### config.mk
export PLATFORM = sky130hd
export DESIGN_NAME = streamtodram_flat
export DESIGN_NICKNAME = d
export VERILOG_FILES = /design/src/rtl/streamtodram_if.sv /design/src/rtl/streamtodram.sv /design/src/flat_wrapper.sv
export SDC_FILE = /design/constraint.sdc
export NUM_CORES = 1
export LEC_CHECK = 0
export CORE_AREA = 2 2 249 177
export DETAILED_ROUTE_END_ITERATION = 10
export DIE_AREA = 0 0 251 179
export PLACE_DENSITY = 0.78
export RECOVER_POWER = 50
export SLEW_MARGIN = 20
export SYNTH_ARGS = -nofsm -noshare
export SYNTH_HDL_FRONTEND = slang
export SYNTH_SLANG_ARGS = --single-unit
### constraint.sdc
create_clock -name clk -period 3.9 [get_ports clk]
set_input_delay 0.78 -clock clk [delete_from_list [all_inputs] [get_ports clk]]
set_output_delay 0.78 -clock clk [all_outputs]
set_load 0.05 [all_outputs]
### src/rtl/streamtodram_if.sv
`default_nettype none
// ============================================================================
// Module      : streamtodram_if
// Description : Sample input, DDR write master and CSR slave signal bundle.
// Revision    : 1.0 - initial release
// ============================================================================
interface streamtodram_if;
    logic signed [15:0] d_in;
    logic               vin;
    logic        [31:0] ddr_addr;
    logic               ddr_write;
    logic signed [15:0] ddr_writedata;
    logic               ddr_waitrequest;
    logic        [1:0]  addr;
    logic               read;
    logic               write;
    logic        [31:0] writedata;
    logic        [31:0] readdata;
    logic               done;

    modport master (
        output d_in, vin, ddr_waitrequest, addr, read, write, writedata,
        input  ddr_addr, ddr_write, ddr_writedata, readdata, done
    );

    modport slave (
        input  d_in, vin, ddr_waitrequest, addr, read, write, writedata,
        output ddr_addr, ddr_write, ddr_writedata, readdata, done
    );
endinterface
`default_nettype wire

### src/rtl/streamtodram.sv
`default_nettype none
// ============================================================================
// Module      : streamtodram
// Description : Buffers a signed sample stream and writes it to DDR over an
//               Avalon-MM master, configured and started through a CSR slave.
// Revision    : 1.0 - initial release
// ============================================================================
module streamtodram #(
    parameter int FIFO_DEPTH = 16
) (
    input  wire           clk,
    input  wire           rst,
    streamtodram_if.slave bus
);

    localparam int c_ptr_w = $clog2(FIFO_DEPTH);

    localparam logic [1:0] c_st_idle  = 2'd0;
    localparam logic [1:0] c_st_run   = 2'd1;
    localparam logic [1:0] c_st_drain = 2'd2;
    localparam logic [1:0] c_st_done  = 2'd3;

    logic [1:0]         r_state;
    logic [1:0]         w_state_next;

    logic [15:0]        r_mem [FIFO_DEPTH];
    logic [c_ptr_w-1:0] r_wr_ptr;
    logic [c_ptr_w-1:0] r_rd_ptr;
    logic [c_ptr_w:0]   r_count;

    logic [31:0]        r_addr_init;
    logic [31:0]        r_stream_len;
    logic [31:0]        r_addr_step;
    logic [31:0]        r_ddr_addr;
    logic [31:0]        r_accepted;
    logic [31:0]        r_written;
    logic               r_overflow;
    logic [31:0]        r_readdata;

    logic               w_busy;
    logic               w_done;
    logic               w_run;
    logic               w_full;
    logic               w_empty;
    logic               w_start;
    logic               w_push;
    logic               w_pop;
    logic               w_ddr_write;
    logic [31:0]        w_rd_mux;

    assign w_busy  = (r_state == c_st_run) || (r_state == c_st_drain);
    assign w_done  = (r_state == c_st_done);
    assign w_run   = (r_state == c_st_run);
    // Occupancy never exceeds FIFO_DEPTH, so the top count bit alone means full.
    assign w_full  = r_count[c_ptr_w];
    assign w_empty = (r_count == '0);

    assign w_start     = bus.write && (bus.addr == 2'd3) && bus.writedata[0] && !w_busy;
    assign w_push      = w_run && bus.vin && !w_full && (r_accepted < r_stream_len);
    assign w_ddr_write = w_busy && !w_empty;
    assign w_pop       = w_ddr_write && !bus.ddr_waitrequest;

    assign bus.ddr_write     = w_ddr_write;
    assign bus.ddr_writedata = w_ddr_write ? r_mem[r_rd_ptr] : 16'sd0;
    assign bus.ddr_addr      = r_ddr_addr;
    assign bus.readdata      = r_readdata;
    assign bus.done          = w_done;

    always_comb begin
        w_rd_mux = 32'd0;
        case (bus.addr)
            2'd0:    w_rd_mux = r_addr_init;
            2'd1:    w_rd_mux = r_stream_len;
            2'd2:    w_rd_mux = r_addr_step;
            default: w_rd_mux = {29'd0, r_overflow, w_done, w_busy};
        endcase
    end

    always_ff @(posedge clk) begin
        if (rst) begin
            r_state <= c_st_idle;
        end else begin
            r_state <= w_state_next;
        end
    end

    always_comb begin
        w_state_next = r_state;
        case (r_state)
            c_st_idle, c_st_done: begin
                if (w_start) begin
                    w_state_next = (r_stream_len == 32'd0) ? c_st_done : c_st_run;
                end
            end
            c_st_run: begin
                if (r_accepted == r_stream_len) begin
                    w_state_next = c_st_drain;
                end
            end
            c_st_drain: begin
                if (r_written == r_stream_len) begin
                    w_state_next = c_st_done;
                end
            end
            default: w_state_next = c_st_idle;
        endcase
    end

    // Sample storage carries no reset; only entries between the pointers are ever read.
    always_ff @(posedge clk) begin
        if (w_push) begin
            r_mem[r_wr_ptr] <= bus.d_in;
        end
    end

    always_ff @(posedge clk) begin
        if (rst) begin
            r_wr_ptr     <= '0;
            r_rd_ptr     <= '0;
            r_count      <= '0;
            r_addr_init  <= 32'd0;
            r_stream_len <= 32'd0;
            r_addr_step  <= 32'd1;
            r_ddr_addr   <= 32'd0;
            r_accepted   <= 32'd0;
            r_written    <= 32'd0;
            r_overflow   <= 1'b0;
            r_readdata   <= 32'd0;
        end else begin
            if (bus.read) begin
                r_readdata <= w_rd_mux;
            end

            if (bus.write && !w_busy) begin
                case (bus.addr)
                    2'd0:    r_addr_init  <= bus.writedata;
                    2'd1:    r_stream_len <= bus.writedata;
                    2'd2:    r_addr_step  <= bus.writedata;
                    default: ;
                endcase
            end

            if (w_start) begin
                r_ddr_addr <= r_addr_init;
                r_accepted <= 32'd0;
                r_written  <= 32'd0;
                r_overflow <= 1'b0;
            end

            if (w_push) begin
                r_wr_ptr   <= r_wr_ptr + 1'b1;
                r_accepted <= r_accepted + 32'd1;
            end

            if (w_run && bus.vin && w_full) begin
                r_overflow <= 1'b1;
            end

            if (w_pop) begin
                r_rd_ptr   <= r_rd_ptr + 1'b1;
                r_ddr_addr <= r_ddr_addr + r_addr_step;
                r_written  <= r_written + 32'd1;
            end

            case ({w_push, w_pop})
                2'b10:   r_count <= r_count + 1'b1;
                2'b01:   r_count <= r_count - 1'b1;
                default: ;
            endcase
        end
    end

endmodule
`default_nettype wire

### src/flat_wrapper.sv
// flat-port wrapper written by rule: the top's interface ports become plain ports
module streamtodram_flat 
#(
    parameter int FIFO_DEPTH = 16
)
  (clk, rst, bus_d_in, bus_vin, bus_ddr_waitrequest, bus_addr, bus_read, bus_write, bus_writedata, bus_ddr_addr, bus_ddr_write, bus_ddr_writedata, bus_readdata, bus_done);
  streamtodram_if bus_i ();
  input  wire clk;
  input  wire rst;
  input wire logic [$bits(bus_i.d_in)-1:0] bus_d_in;
  input wire logic [$bits(bus_i.vin)-1:0] bus_vin;
  input wire logic [$bits(bus_i.ddr_waitrequest)-1:0] bus_ddr_waitrequest;
  input wire logic [$bits(bus_i.addr)-1:0] bus_addr;
  input wire logic [$bits(bus_i.read)-1:0] bus_read;
  input wire logic [$bits(bus_i.write)-1:0] bus_write;
  input wire logic [$bits(bus_i.writedata)-1:0] bus_writedata;
  output wire logic [$bits(bus_i.ddr_addr)-1:0] bus_ddr_addr;
  output wire logic [$bits(bus_i.ddr_write)-1:0] bus_ddr_write;
  output wire logic [$bits(bus_i.ddr_writedata)-1:0] bus_ddr_writedata;
  output wire logic [$bits(bus_i.readdata)-1:0] bus_readdata;
  output wire logic [$bits(bus_i.done)-1:0] bus_done;
  assign bus_i.d_in = bus_d_in;
  assign bus_i.vin = bus_vin;
  assign bus_i.ddr_waitrequest = bus_ddr_waitrequest;
  assign bus_i.addr = bus_addr;
  assign bus_i.read = bus_read;
  assign bus_i.write = bus_write;
  assign bus_i.writedata = bus_writedata;
  assign bus_ddr_addr = bus_i.ddr_addr;
  assign bus_ddr_write = bus_i.ddr_write;
  assign bus_ddr_writedata = bus_i.ddr_writedata;
  assign bus_readdata = bus_i.readdata;
  assign bus_done = bus_i.done;
  streamtodram #(.FIFO_DEPTH(FIFO_DEPTH)) u_core (.clk(clk), .rst(rst), .bus(bus_i));
endmodule
==> flow_summary_export.csv <==
group,metric,value,unit
detailed_routing,drt_iter0_markers,2277,
floorplanning,row_count,64,
floorplanning,initial_core_util,53.0,%
sta,setup_viol,0,
worst_setup_path,cp-end-kind,"output pin",
global_routing,grt_pass1_wl,99100,um
worst_setup_path,cp_data_required_time,3.12,ns
worst_setup_path,critPathKind,"flip-flop to output pin",
yosys,syn_nets,2153,
detailed_routing,drc,0,
yosys,yosys-top-cells-area,"edfxtp_1 (34%), dfxtp_1 (21%), mux4_2 (8.2%)",
yosys,ys_seq_area_share,55.3,%
yosys,synth_top_area_share,33.8,%
power_and_ir_drop,power.density,454,nW/um^2
placed_design,dpl_cell_area,25100,um^2
detailed_routing,drt_first_pass_iters,9,
hold_path,hold_depth,2,
sta,fin_skew,0.0332,ns
clock_network,cts_buffers,47,
sta,whs,0.475,ns
yosys,synth-edff-count,256,
yosys,ys_ff_latch,500,
layout,final_common_cell,"nand2_1",
sta,finalHoldViolCount,0,
floorplanning,die_area,44900,um^2
hold_path,hp-class,"flip-flop to flip-flop",
worst_setup_path,worst_path_most_repeated_cell,"mux4_2",
worst_setup_path,cp_slowest_cell,"mux4_2",
placed_design,gp_congestion,0.961,
sta,timing.final.ws_setup,0.158,ns
yosys,yosysWarnings,0,
clock_network,insertion_delay,0.59,ns
sta,slew_violations,24,
detailed_routing,routed_wl,65400,um
detailed_routing,vias,17500,
global_routing,antenna_found_initial,2,
floorplanning,core_area,42900,um^2
yosys,avgSynthCellArea,11.3,um^2
global_routing,grt.total_usage,28.8,%
yosys,yosysTopAreaCell,"edfxtp_1",
power_and_ir_drop,power.leakage,9.65,nW
clock_network,cts-root-buf,"clkbuf_16",
placed_design,place_inst,2685,
layout,final_nets,2309,
global_routing,grt_max_degree,83,
layout,fin_area,26600,um^2
clock_network,cts_tree,"yes",
clock_network,cts_hold_buffers,0,
layout,finalNonFillerCells,2774,
clock_network,cts_max_path_buffers,3,
clock_network,path_clk_slew,0.06,ns
yosys,synthArstFlopShare,0,%
clock_network,htree_levels,2,
sta,setup_tns,0,ns
detailed_routing,wl_per_cell,23.6,um
layout,num-fill-cells,3269,
layout,final_cell_mix,"nand2_1 (276), edfxtp_1 (256), dfxtp_1 (242)",
sta,max-slew-margin-rel,-7.12,%
global_routing,grt_pass1_vias,16800,
worst_setup_path,cp-start-kind,"flip-flop",
yosys,synth.distinct_cells,69,
status,violations,"capacitance limit, slew limit",
sta,fin_crit,3.74,ns
detailed_routing,viasPerCell,6.32,
power_and_ir_drop,ir_drop,0.000339,V
placed_design,io_buffers,137,
layout,area_delta_synth_final,17.1,%
clock_network,cts_sinks,500,
global_routing,grt_overflow,0,
floorplanning,die_y,179,um
detailed_routing,postRouteAntennaNets,0,
floorplanning,die_x,251,um
placed_design,place_ws,0.334,ns
worst_setup_path,worstRegToRegCells,19,
run,drv_cap,1,
sta,grt_setup_unrepaired,"no",
placed_design,dp_hpwl,43600,um
clock_network,post_cts_buffers,0,
floorplanning,io_pins,138,
status,status,"finished with violations",
worst_setup_path,arrival,2.96,ns
sta,worst_pin_slew,1.61,ns
layout,drive_gt1_share,12.1,%
sta,finalCritPeriodShare,95.9,%
yosys,yosys_most_used_dff,"edfxtp_1",
yosys,netlist_area,22700,um^2
worst_setup_path,worstPathCellList,"buf_12 > mux4_2 > mux4_2 > nor2b_1 > dlygate4sd2_1",
worst_setup_path,critPathMaxFanout,21,
worst_setup_path,crit_path_max_incr_delay,0.54,ns
worst_setup_path,r2r_start,"u_core.r_stream_len[21]$_SDFFE_PP0P_",
hold_path,hp-start,"u_core.r_addr_step[15]$_SDFFE_PP0P_",
yosys,syn_inst,2017,
sta,fmax,267,MHz
[cell families after synthesis]
kind of cell	count (synthesis)	synth area share [%]
flip-flops	500	55.3
XOR/XNOR	81	3.12
adder cells (fa/ha/maj)	80	4.47
multiplexers	132	10.4
AO/OA/AOI/OAI	383	10.5
AND/OR/NAND/NOR	669	13.3
buffers and inverters	172	2.85
[stage by stage]
stage	total power [mW]	util, %
CTS	12.1	62.1
global placement	7.47	58.5
floorplan	6.85	-
detailed placement	7.51	58.5
finish	12.1	62.0
global route	12.4	62.0
[sequential cells by signal, indices dropped and copies added, names as in the netlist, named ones only]
signal	cells
u_core.r_mem	256
u_core.bus.ddr_addr	32
u_core.bus.readdata	32
u_core.r_accepted	32
u_core.r_addr_init	32
u_core.r_addr_step	32
u_core.r_stream_len	32
u_core.r_written	32
u_core.r_count	5
u_core.r_rd_ptr	4
u_core.r_wr_ptr	4
u_core.r_state	2
u_core.r_overflow	1
[where the power goes]
group          leakage (nW)  switching (mW)  internal [mW]  total (mW)
registers              4.28           0.123           5.66        5.78
logic                  4.62            1.07          0.559        1.63
clock network         0.758            2.07           2.59        4.66
total                  9.65            3.26           8.81        12.1
[cell usage after synthesis, types with 16 or more instances]
cell type and number:
nor2b_1 30, nand2_1 276, nand3_1 48, nor3_1 26, inv_1 57, xnor2_1 26
edfxtp_1 256, a21o_1 23, xor2_1 55, buf_1 17, dfxtp_1 244, nand4_1 28
o21ai_0 27, a21oi_1 187, mux4_2 83, clkbuf_1 94, nor4_1 19, mux2i_1 41
and3_1 16, a211oi_1 38, ha_1 78, nor2_1 170
[path summary, 6_finish.rpt]
kind | to | slack (ns)
hold reg to reg | u_core.r_addr_step[15]$_SDFFE_PP0P_ | 0.47
setup / recovery | bus_ddr_writedata[5] | 0.16
setup reg to reg | u_core.r_count[4]$_SDFFE_PP0P_ | 0.25
hold / removal | u_core.r_addr_step[15]$_SDFFE_PP0P_ | 0.47
[critical path, delay by kind of cell, from the launching register on]
family	cells	cell delay, ns
buffers and inverters	2	0.70
DFF	1	0.50
muxes	2	1.01
and+or+nand+nor	1	0.16
[layer usage]
layer  vias to the layer above  track usage (%)  wire [um]
li1                       7718                -          -
met1                      8511             41.5      26700
met2                      1159             43.6      29200
met3                       145             6.81       7920
met4                         0             8.48       1610
met5                         -                0          0
[timing repair]
item | in CTS | in global routing
endpoints found under the setup margin | 16 | 1
gates resized for setup | 16 | 1
cloned | 0 | 0
[final cells by class]
type,instances,area [um^2],share of cell area (%)
diodes,2,5.00,0.0188
clock buffers,54,1210,4.56
clock inverters,33,340,1.28
inverters,59,221,0.832
multi-input cells,1345,9540,35.8
flip-flops and latches,500,12600,47.3
well taps,561,702,2.64
repair buffers,220,2010,7.57
No activity file was read; power rests on OpenSTA's default activity.
